### src/rtl/cp0_exception_unit.sv
// Coprocessor-0 exception unit. It holds STATUS, CAUSE and EPC, latches the
// external interrupt lines, decides when to trap or return, and drives the PC
// redirect plus the mfc0 read data.
// The RUN/HANDLER state doubles as STATUS.EXL and is visible on in_handler.
// There is no handshake here: every action is qualified by en, which is high
// only when the instruction at pc really commits in this cycle.
module cp0_exception_unit #(
    parameter int          IRQ_NUM      = 3,
    parameter logic [31:0] HANDLER_ADDR = 32'h0000_0080
) (
    input  logic               clk,
    input  logic               rst,
    input  logic               en,
    input  logic               sys,
    input  logic               exce_ret,
    input  logic               mfc0,
    input  logic               mtc0,
    input  logic [4:0]         cp0_sel,
    input  logic [31:0]        wdata,
    input  logic [31:0]        pc,
    input  logic [IRQ_NUM-1:0] irq,
    output logic [31:0]        rdata,
    output logic               redirect,
    output logic [31:0]        redirect_pc,
    output logic               in_handler,
    output logic [IRQ_NUM-1:0] pending
);

    localparam logic [4:0] SEL_STATUS = 5'd12;
    localparam logic [4:0] SEL_CAUSE  = 5'd13;
    localparam logic [4:0] SEL_EPC    = 5'd14;
    localparam logic [4:0] EXC_INT    = 5'd0;
    localparam logic [4:0] EXC_SYS    = 5'd8;

    typedef enum logic {
        RUN     = 1'b0,
        HANDLER = 1'b1
    } state_t;

    state_t             state, state_next;
    logic               ie, ie_next;
    logic [IRQ_NUM-1:0] im, im_next;
    logic [4:0]         exc_code, exc_code_next;
    logic [31:0]        epc, epc_next;

    logic [IRQ_NUM-1:0] irq_s1, irq_s2, irq_d;
    logic [IRQ_NUM-1:0] irq_rise, ip_clear, pending_next;
    logic               exl, int_req;
    logic               take_sys, take_int, take_eret, mtc0_ok;
    logic [31:0]        status_val, cause_val;

    assign exl        = (state == HANDLER);
    assign in_handler = exl;

    // Interrupts are only taken in RUN. sys beats a pending interrupt in the same cycle.
    assign int_req   = ie & ~exl & (|(pending & im));
    assign take_sys  = en & sys & ~exl;
    assign take_int  = en & int_req & ~sys;
    assign take_eret = en & exce_ret & exl;

    // A trapped instruction is squashed, so any mtc0 it carries must not land.
    assign mtc0_ok = en & mtc0 & ~take_sys & ~take_int;

    // IP bits are write-one-to-clear. A new edge in the same cycle wins over the clear.
    assign irq_rise     = irq_s2 & ~irq_d;
    assign ip_clear     = (mtc0_ok && (cp0_sel == SEL_CAUSE)) ? wdata[8 +: IRQ_NUM] : '0;
    assign pending_next = (pending & ~ip_clear) | irq_rise;

    // Two-flop synchronizer, edge-detect delay flop and sticky pending bits (not gated by en).
    always_ff @(posedge clk or posedge rst) begin
        if (rst) begin
            irq_s1  <= '0;
            irq_s2  <= '0;
            irq_d   <= '0;
            pending <= '0;
        end else begin
            irq_s1  <= irq;
            irq_s2  <= irq_s1;
            irq_d   <= irq_s2;
            pending <= pending_next;
        end
    end

    // Architectural CP0 registers and the RUN/HANDLER state.
    always_ff @(posedge clk or posedge rst) begin
        if (rst) begin
            state    <= RUN;
            ie       <= 1'b0;
            im       <= '0;
            exc_code <= '0;
            epc      <= '0;
        end else begin
            state    <= state_next;
            ie       <= ie_next;
            im       <= im_next;
            exc_code <= exc_code_next;
            epc      <= epc_next;
        end
    end

    // Next-state logic: mtc0 writes first, then trap or return overrides, plus the redirect.
    always_comb begin
        state_next    = state;
        ie_next       = ie;
        im_next       = im;
        exc_code_next = exc_code;
        epc_next      = epc;
        redirect      = 1'b0;
        redirect_pc   = '0;

        if (mtc0_ok) begin
            case (cp0_sel)
                SEL_STATUS: begin
                    ie_next    = wdata[0];
                    state_next = wdata[1] ? HANDLER : RUN;
                    im_next    = wdata[8 +: IRQ_NUM];
                end
                SEL_EPC: epc_next = {wdata[31:2], 2'b00};
                default: ;
            endcase
        end

        if (take_sys) begin
            redirect      = 1'b1;
            redirect_pc   = HANDLER_ADDR;
            epc_next      = pc + 32'd4;
            exc_code_next = EXC_SYS;
            state_next    = HANDLER;
        end else if (take_int) begin
            // The interrupted instruction is re-executed after eret, so EPC is pc itself.
            redirect      = 1'b1;
            redirect_pc   = HANDLER_ADDR;
            epc_next      = pc;
            exc_code_next = EXC_INT;
            state_next    = HANDLER;
        end else if (take_eret) begin
            redirect    = 1'b1;
            redirect_pc = epc;
            state_next  = RUN;
        end
    end

    // Register images as software sees them, and the mfc0 read mux.
    always_comb begin
        status_val                 = '0;
        status_val[0]              = ie;
        status_val[1]              = exl;
        status_val[8 +: IRQ_NUM]   = im;
        cause_val                  = '0;
        cause_val[6:2]             = exc_code;
        cause_val[8 +: IRQ_NUM]    = pending;
        rdata                      = '0;
        if (mfc0) begin
            case (cp0_sel)
                SEL_STATUS: rdata = status_val;
                SEL_CAUSE:  rdata = cause_val;
                SEL_EPC:    rdata = epc;
                default:    rdata = '0;
            endcase
        end
    end

endmodule

### config.mk
export PLATFORM = sky130hd
export DESIGN_NAME = cp0_exception_unit
export DESIGN_NICKNAME = d
export VERILOG_FILES = /design/src/rtl/cp0_exception_unit.sv
export SDC_FILE = /design/constraint.sdc
export NUM_CORES = 1
export LEC_CHECK = 0
export BUFFER_PORTS_ARGS = -buffer_cell sky130_fd_sc_hd__buf_4
export CAP_MARGIN = 40
export CORE_MARGIN = 2
export CORE_UTILIZATION = 25
export DETAILED_ROUTE_END_ITERATION = 12
export PLACE_DENSITY = 0.48
export SETUP_SLACK_MARGIN = 0.1
export SLEW_MARGIN = 40
export SYNTH_ARGS = -nofsm -noshare
export SYNTH_HDL_FRONTEND = slang
export SYNTH_SLANG_ARGS = --single-unit
### constraint.sdc
create_clock -name clk -period 5.55 [get_ports clk]
set_input_delay 0.2775 -clock clk [delete_from_list [all_inputs] [get_ports clk]]
set_output_delay 0.2775 -clock clk [all_outputs]
set_load 0.1 [all_outputs]
# == Yosys cells after proc, flatten, opt, wreduce, memory -nomap -nowiden ==
# Index checks and enable logic that the tools add are counted.
# totals
output_inout_bits,69
wordCells,65
regBits,54
in_bits,79
# classes
n_bitwise,21
n_eq_ne,3
n_mux,21
n_reduce_logical,10
n_addsub,1
# ops
cell,n
$mux W32,8
$pmux W32 S3,1
$add A32 B3 Y32 const B,1
$eq A5 B4 Y1 const B,3
$and A1 B1 Y1,11
$mux W5,2
$and A3 B3 Y3,3
$mux W1,9
$reduce_bool A4 Y1,2
$not A3 Y3,2
$reduce_and A2 Y1,3
$reduce_bool A3 Y1,2
$not A1 Y1,4
$mux W3,1
$or A3 B3 Y3,1
$reduce_or A3 Y1,1
$reduce_bool A2 Y1,1
$logic_and A1 B1 Y1,1

# == Depth between registers and ports, before layout ==
# depth
depth_word,12
depth_mapped,8
mapped_depth_nobuf,6

# == Worst setup path before layout ==
# OpenSTA, ideal clock, no wires.
# synth_timing
path_type,in2out
from,in cp0_sel[1]
to,out rdata[9]
required_time_ns,5.273
arrival_ns,2.597
cell_stages,4
setup_slack_ns,2.675
n_path_buf,1
path_cell_list,clkbuf_1 nor4b_1 a22oi_1 nor2b_1
# synth_via
elab_chain_cells,3
elab_cells_between_ends,5
cone_classes,eq/ne: 3; mux: 2
# synth_rtl
item,line_no,rtl
start: declaration,18,"input logic [4:0] cp0_sel,"
$eq A5 B4 Y1,154,case (cp0_sel)
$pmux W32 S3 (*),154,
$mux W32 (*),153,if (mfc0) begin
end: declaration,22,"output logic [31:0] rdata,"
# Every way passes the cells marked *; elsewhere a longest branch is shown, timed or not.

# == Final worst setup path ==
# layout_timing
from,reg pending[0]
to,out redirect_pc[7]
# layout_via
elab_chain_cells,7
# layout_rtl
item,line_no,rtl
start: declaration,26,output logic [IRQ_NUM-1:0] pending
start signal: assignment,80,pending <= pending_next;
$and A3 B3 Y3,56,assign int_req = ie & ~exl & (|(pending & im));
$reduce_or A3 Y1,56,
$and A1 B1 Y1,56,
$and A1 B1 Y1 (2 in series),58,assign take_int = en & int_req & ~sys;
$mux W32,129,end else if (take_int) begin
$mux W32,123,if (take_sys) begin
end: declaration,24,"output logic [31:0] redirect_pc,"
# Every way passes these cells.

==> run summary <==
OUTCOME
--------------------------------------------------------------------------------------------------------
Status                                                                                         completed

CRITICAL PATH
--------------------------------------------------------------------------------------------------------
Family of cells with the greatest summed delay on the critical path                         compound AO/OA/AOI/OAI gates
Max stage delay cell, worst path                                                                a222oi_1
Biggest cell delay along the critical path                                                       0.69 ns
Critical register-to-register path startpoint                                                 pending[0]
Kind of end point of the critical path                                                      primary output
Arrival time reported for the critical path endpoint                                             2.46 ns
Crit path buf inv count                                                                                1
Ordered cell list for the critical path                                                     a222oi_1, o21a_1, nand2_1, buf_4
Worst setup path category                                                                   register to primary output
Largest fanout of any net on the critical path                                                        14
Required time reported for the critical path endpoint                                            5.27 ns
CP startpoint                                                                                 pending[0]
Startpoint type of the worst setup path                                                         register

CLOCKING
--------------------------------------------------------------------------------------------------------
TritonCTS buffer count                                                                                 5
Hold-fix buffer count after cts                                                                        0
H-tree lvl count                                                                                       2
Clock sink total                                                                                      50
Post-CTS clock slew at the launch and capture registers of the worst setup and hold paths        0.07 ns
Deepest clock path buffer count                                                                        2
Buffer cell driving the clock tree root                                                        clkbuf_16
Number of buffers inserted to repair setup after CTS                                                   0
Later-pin clock latency in the skew report                                                       0.29 ns
Count of cells resized by post-cts repair                                                              0
Clock tree from TritonCTS                                                                            yes

YOSYS
--------------------------------------------------------------------------------------------------------
Syn Std Cell Area                                                                               3360 µm²
Number of enable-type register cells in the synthesized netlist                                        0
Syn_nets                                                                                             473
Post-synthesis sequential area ratio                                                               0.373
Asr flop ratio synth                                                                                1.00
Synth unique cells                                                                                    53
Dominant synthesized flop cell                                                                   dfrtp_1
Synth Register Bits                                                                                   50
Gate count of the mapped netlist                                                                     393
Synth Area per Inst                                                                             8.55 µm²
Yosys warnings                                                                                         0

STA
--------------------------------------------------------------------------------------------------------
Slew at the pin closest to its max-slew limit                                                   0.728 ns
Setup repair after global routing missed its margin                                                false
Time the final worst path needs with I/O delays and setup                                        2.73 ns
Peak Freq                                                                                      0.366 GHz
Total Negative Setup Slacks                                                                         0 ns
Number of slew-limit violations in the final report                                                    0
Total of endpoints with negative setup slack in the final report                                       0
Part of the cycle the worst path needs                                                             0.493
Layout Skew                                                                                   0.00521 ns
Max-Slew Margin vs Limit                                                                           0.515
Total count of hold-check failures in the final report                                                 0

DETAILED ROUTING
--------------------------------------------------------------------------------------------------------
Number of violations reported at the end of detailed-routing iteration 0                             206
Antenna-violating nets left                                                                            0
Per-cell via count in the routed design                                                             4.89
Residual DRC                                                                                           0
Detailed-route via count                                                                            3420
Final WL                                                                                        12000 µm
Number of iterations in the first detailed-routing pass                                                4
Detail-routed net length per standard cell                                                       17.2 µm

PWR
--------------------------------------------------------------------------------------------------------
Fraction of power consumed by the clock network                                                    0.192
Worst VDD drop                                                                                0.000260 V
Share of total power in combinational logic                                                        0.452
Net Switching                                                                                 0.000765 W
Sequential cell fraction of total power                                                            0.355
Fraction of power spent switching nets                                                             0.457
Int Pwr                                                                                       0.000910 W
Leakage power of the design                                                                      2.15 nW
Areal power density over the cells                                                            352 nW/µm²

FINISH
--------------------------------------------------------------------------------------------------------
Area overhead of the layout relative to synthesis                                                  41.6%
Area taken by multi-input logic gates                                                           1970 µm²
Net count, final                                                                                     603
Fraction of the core area covered by cells at the end of the flow                                  0.360
Commonest cells after routing, fill and taps aside                                          152 x buf_4, 60 x and2_1, 50 x dfrtp_1
Most frequent standard cell in the layout excluding fill and tap cells                             buf_4
Non-filler instance count after layout                                                               700
Total non-filler cell area in the finished layout                                               4750 µm²
Proportion of layout cells with a drive suffix above 1                                             0.361
Number of inserted filler cells in the final layout                                                 1368
Antenna fix cells                                                                                      0
Register cell area after layout                                                                 1250 µm²

PLACEMENT
--------------------------------------------------------------------------------------------------------
Total instance count after detailed placement                                                        691
Placed wire-length estimate                                                                      8810 µm
Instance area at placement                                                                      4590 µm²
Port Buffer Count                                                                                    147
Routability-driven placement congestion ratio                                                      0.883

DIE
--------------------------------------------------------------------------------------------------------
Std-Cell Rows                                                                                         42
Boundary Pins                                                                                        148
Initial standard-cell utilization of the core                                                      0.255
Total core area                                                                                13200 µm²
Die Ht                                                                                            120 µm
DIE AREA                                                                                       14400 µm²
Overall die width                                                                                 120 µm

GLOBAL ROUTE
--------------------------------------------------------------------------------------------------------
Vias in the first global route                                                                      3443
Overall Global Routing Usage                                                                       0.167
Maximum number of pins on one net before global-route repair                                          51
First-pass GRT wire length                                                                      18900 µm
Total grt overflow                                                                                     0
Antenna violations before repair                                                                       0

HOLD PATH
--------------------------------------------------------------------------------------------------------
Worst hold path class                                                                       input pin to register
Hold path startpoint                                                                              irq[1]

FLOW RUN
--------------------------------------------------------------------------------------------------------
Maxcap violations                                                                                      0

## cells by family after synthesis
| group | synth area share |
|---|---|
| compound gates | 0.180 |
| xor+xnor | 0.0235 |
| fa+ha+maj | 0.00373 |
| buf+inv | 0.0462 |
| flops | 0.373 |
| mux | 0.0656 |
| simple gates | 0.308 |
## cell usage after synthesis (3+ instances only)
cell type | n | area, µm²
mux2_2 | 16 | 180
a21oi_1 | 22 | 110
nor2_1 | 19 | 71.3
nand3_1 | 12 | 60.1
and2_1 | 60 | 375
clkbuf_1 | 19 | 71.3
a211oi_1 | 4 | 30.0
dfrtp_1 | 50 | 1250
xnor2_1 | 3 | 26.3
a22oi_1 | 3 | 22.5
nor4_1 | 3 | 18.8
o22ai_1 | 11 | 68.8
and4_1 | 6 | 52.6
o21ai_1 | 3 | 15.0
buf_2 | 7 | 35.0
nand2_1 | 41 | 154
xor2_1 | 6 | 52.6
mux2i_1 | 4 | 40.0
o221ai_1 | 3 | 26.3
nor3_1 | 10 | 50.1
a22o_1 | 7 | 61.3
inv_1 | 5 | 18.8
nor2b_1 | 6 | 37.5
nand4_1 | 14 | 87.6
and3_1 | 7 | 43.8
o21ai_0 | 13 | 65.1
o31ai_1 | 6 | 45.0
## per-stage QoR
stage	hold WS, ns	setup slack (ns)	total power (W)
floorplan	0.309	2.68	0.00114
global placement	0.333	2.53	0.00136
detailed placement	0.336	2.64	0.00137
CTS	0.0862	2.62	0.00169
global route	0.0808	2.63	0.00178
finish	0.0924	2.82	0.00168
## state kept, by name (all words and copies together) (netlist names)
register,count
irq_s2,3
ie,1
im,3
irq_s1,3
epc,32
in_handler,1
pending,3
irq_d,3
exc_code,1
## metal layers
| metal | wire length, µm | global-route usage |
|---|---|---|
| met4 | 127 | 0.0441 |
| met2 | 5650 | 0.273 |
| met5 | 0 | 0 |
| met1 | 5610 | 0.230 |
| met3 | 616 | 0.0261 |
## worst paths after layout
check,cells after the start,slack (ns),endpoint
max in group asynchronous,3,4.92,epc[15]
worst max register to register,7,2.94,epc[25]
worst max-delay path,4,2.82,redirect_pc[7]
worst min-delay path,1,0.09,irq_s1[1]
min in group asynchronous,3,0.16,irq_s1[1]
worst min register to register,0,0.35,irq_s2[1]
## power by group through the flow
stage                     Clock, W  Sequential [W]  Combinational, W
after floorplan                  0        0.000589          0.000552
after global placement           0        0.000603          0.000752
after detailed placement         0        0.000608          0.000760
after CTS                 0.000330        0.000601          0.000762
after global routing      0.000345        0.000620          0.000817
final                     0.000322        0.000596          0.000758
## worst reg2reg max path, delay by kind of cell, from the launching register on
family | cells | cell delay (ns)
AO/OA/AOI/OAI | 3 | 1.14
buffers and inverters | 2 | 0.61
flip-flops | 1 | 0.43
AND/OR/NAND/NOR | 2 | 0.32
## final cells by class
class,instances,share of cell area
Clock buffer,6,0.0292
Clock inverter,2,0.00263
Inverter,5,0.00395
Multi-Input combinational cell,309,0.415
Sequential cell,50,0.263
Tap cell,176,0.0463
Timing Repair Buffer,152,0.240
Power figures use the tool's default switching activity.
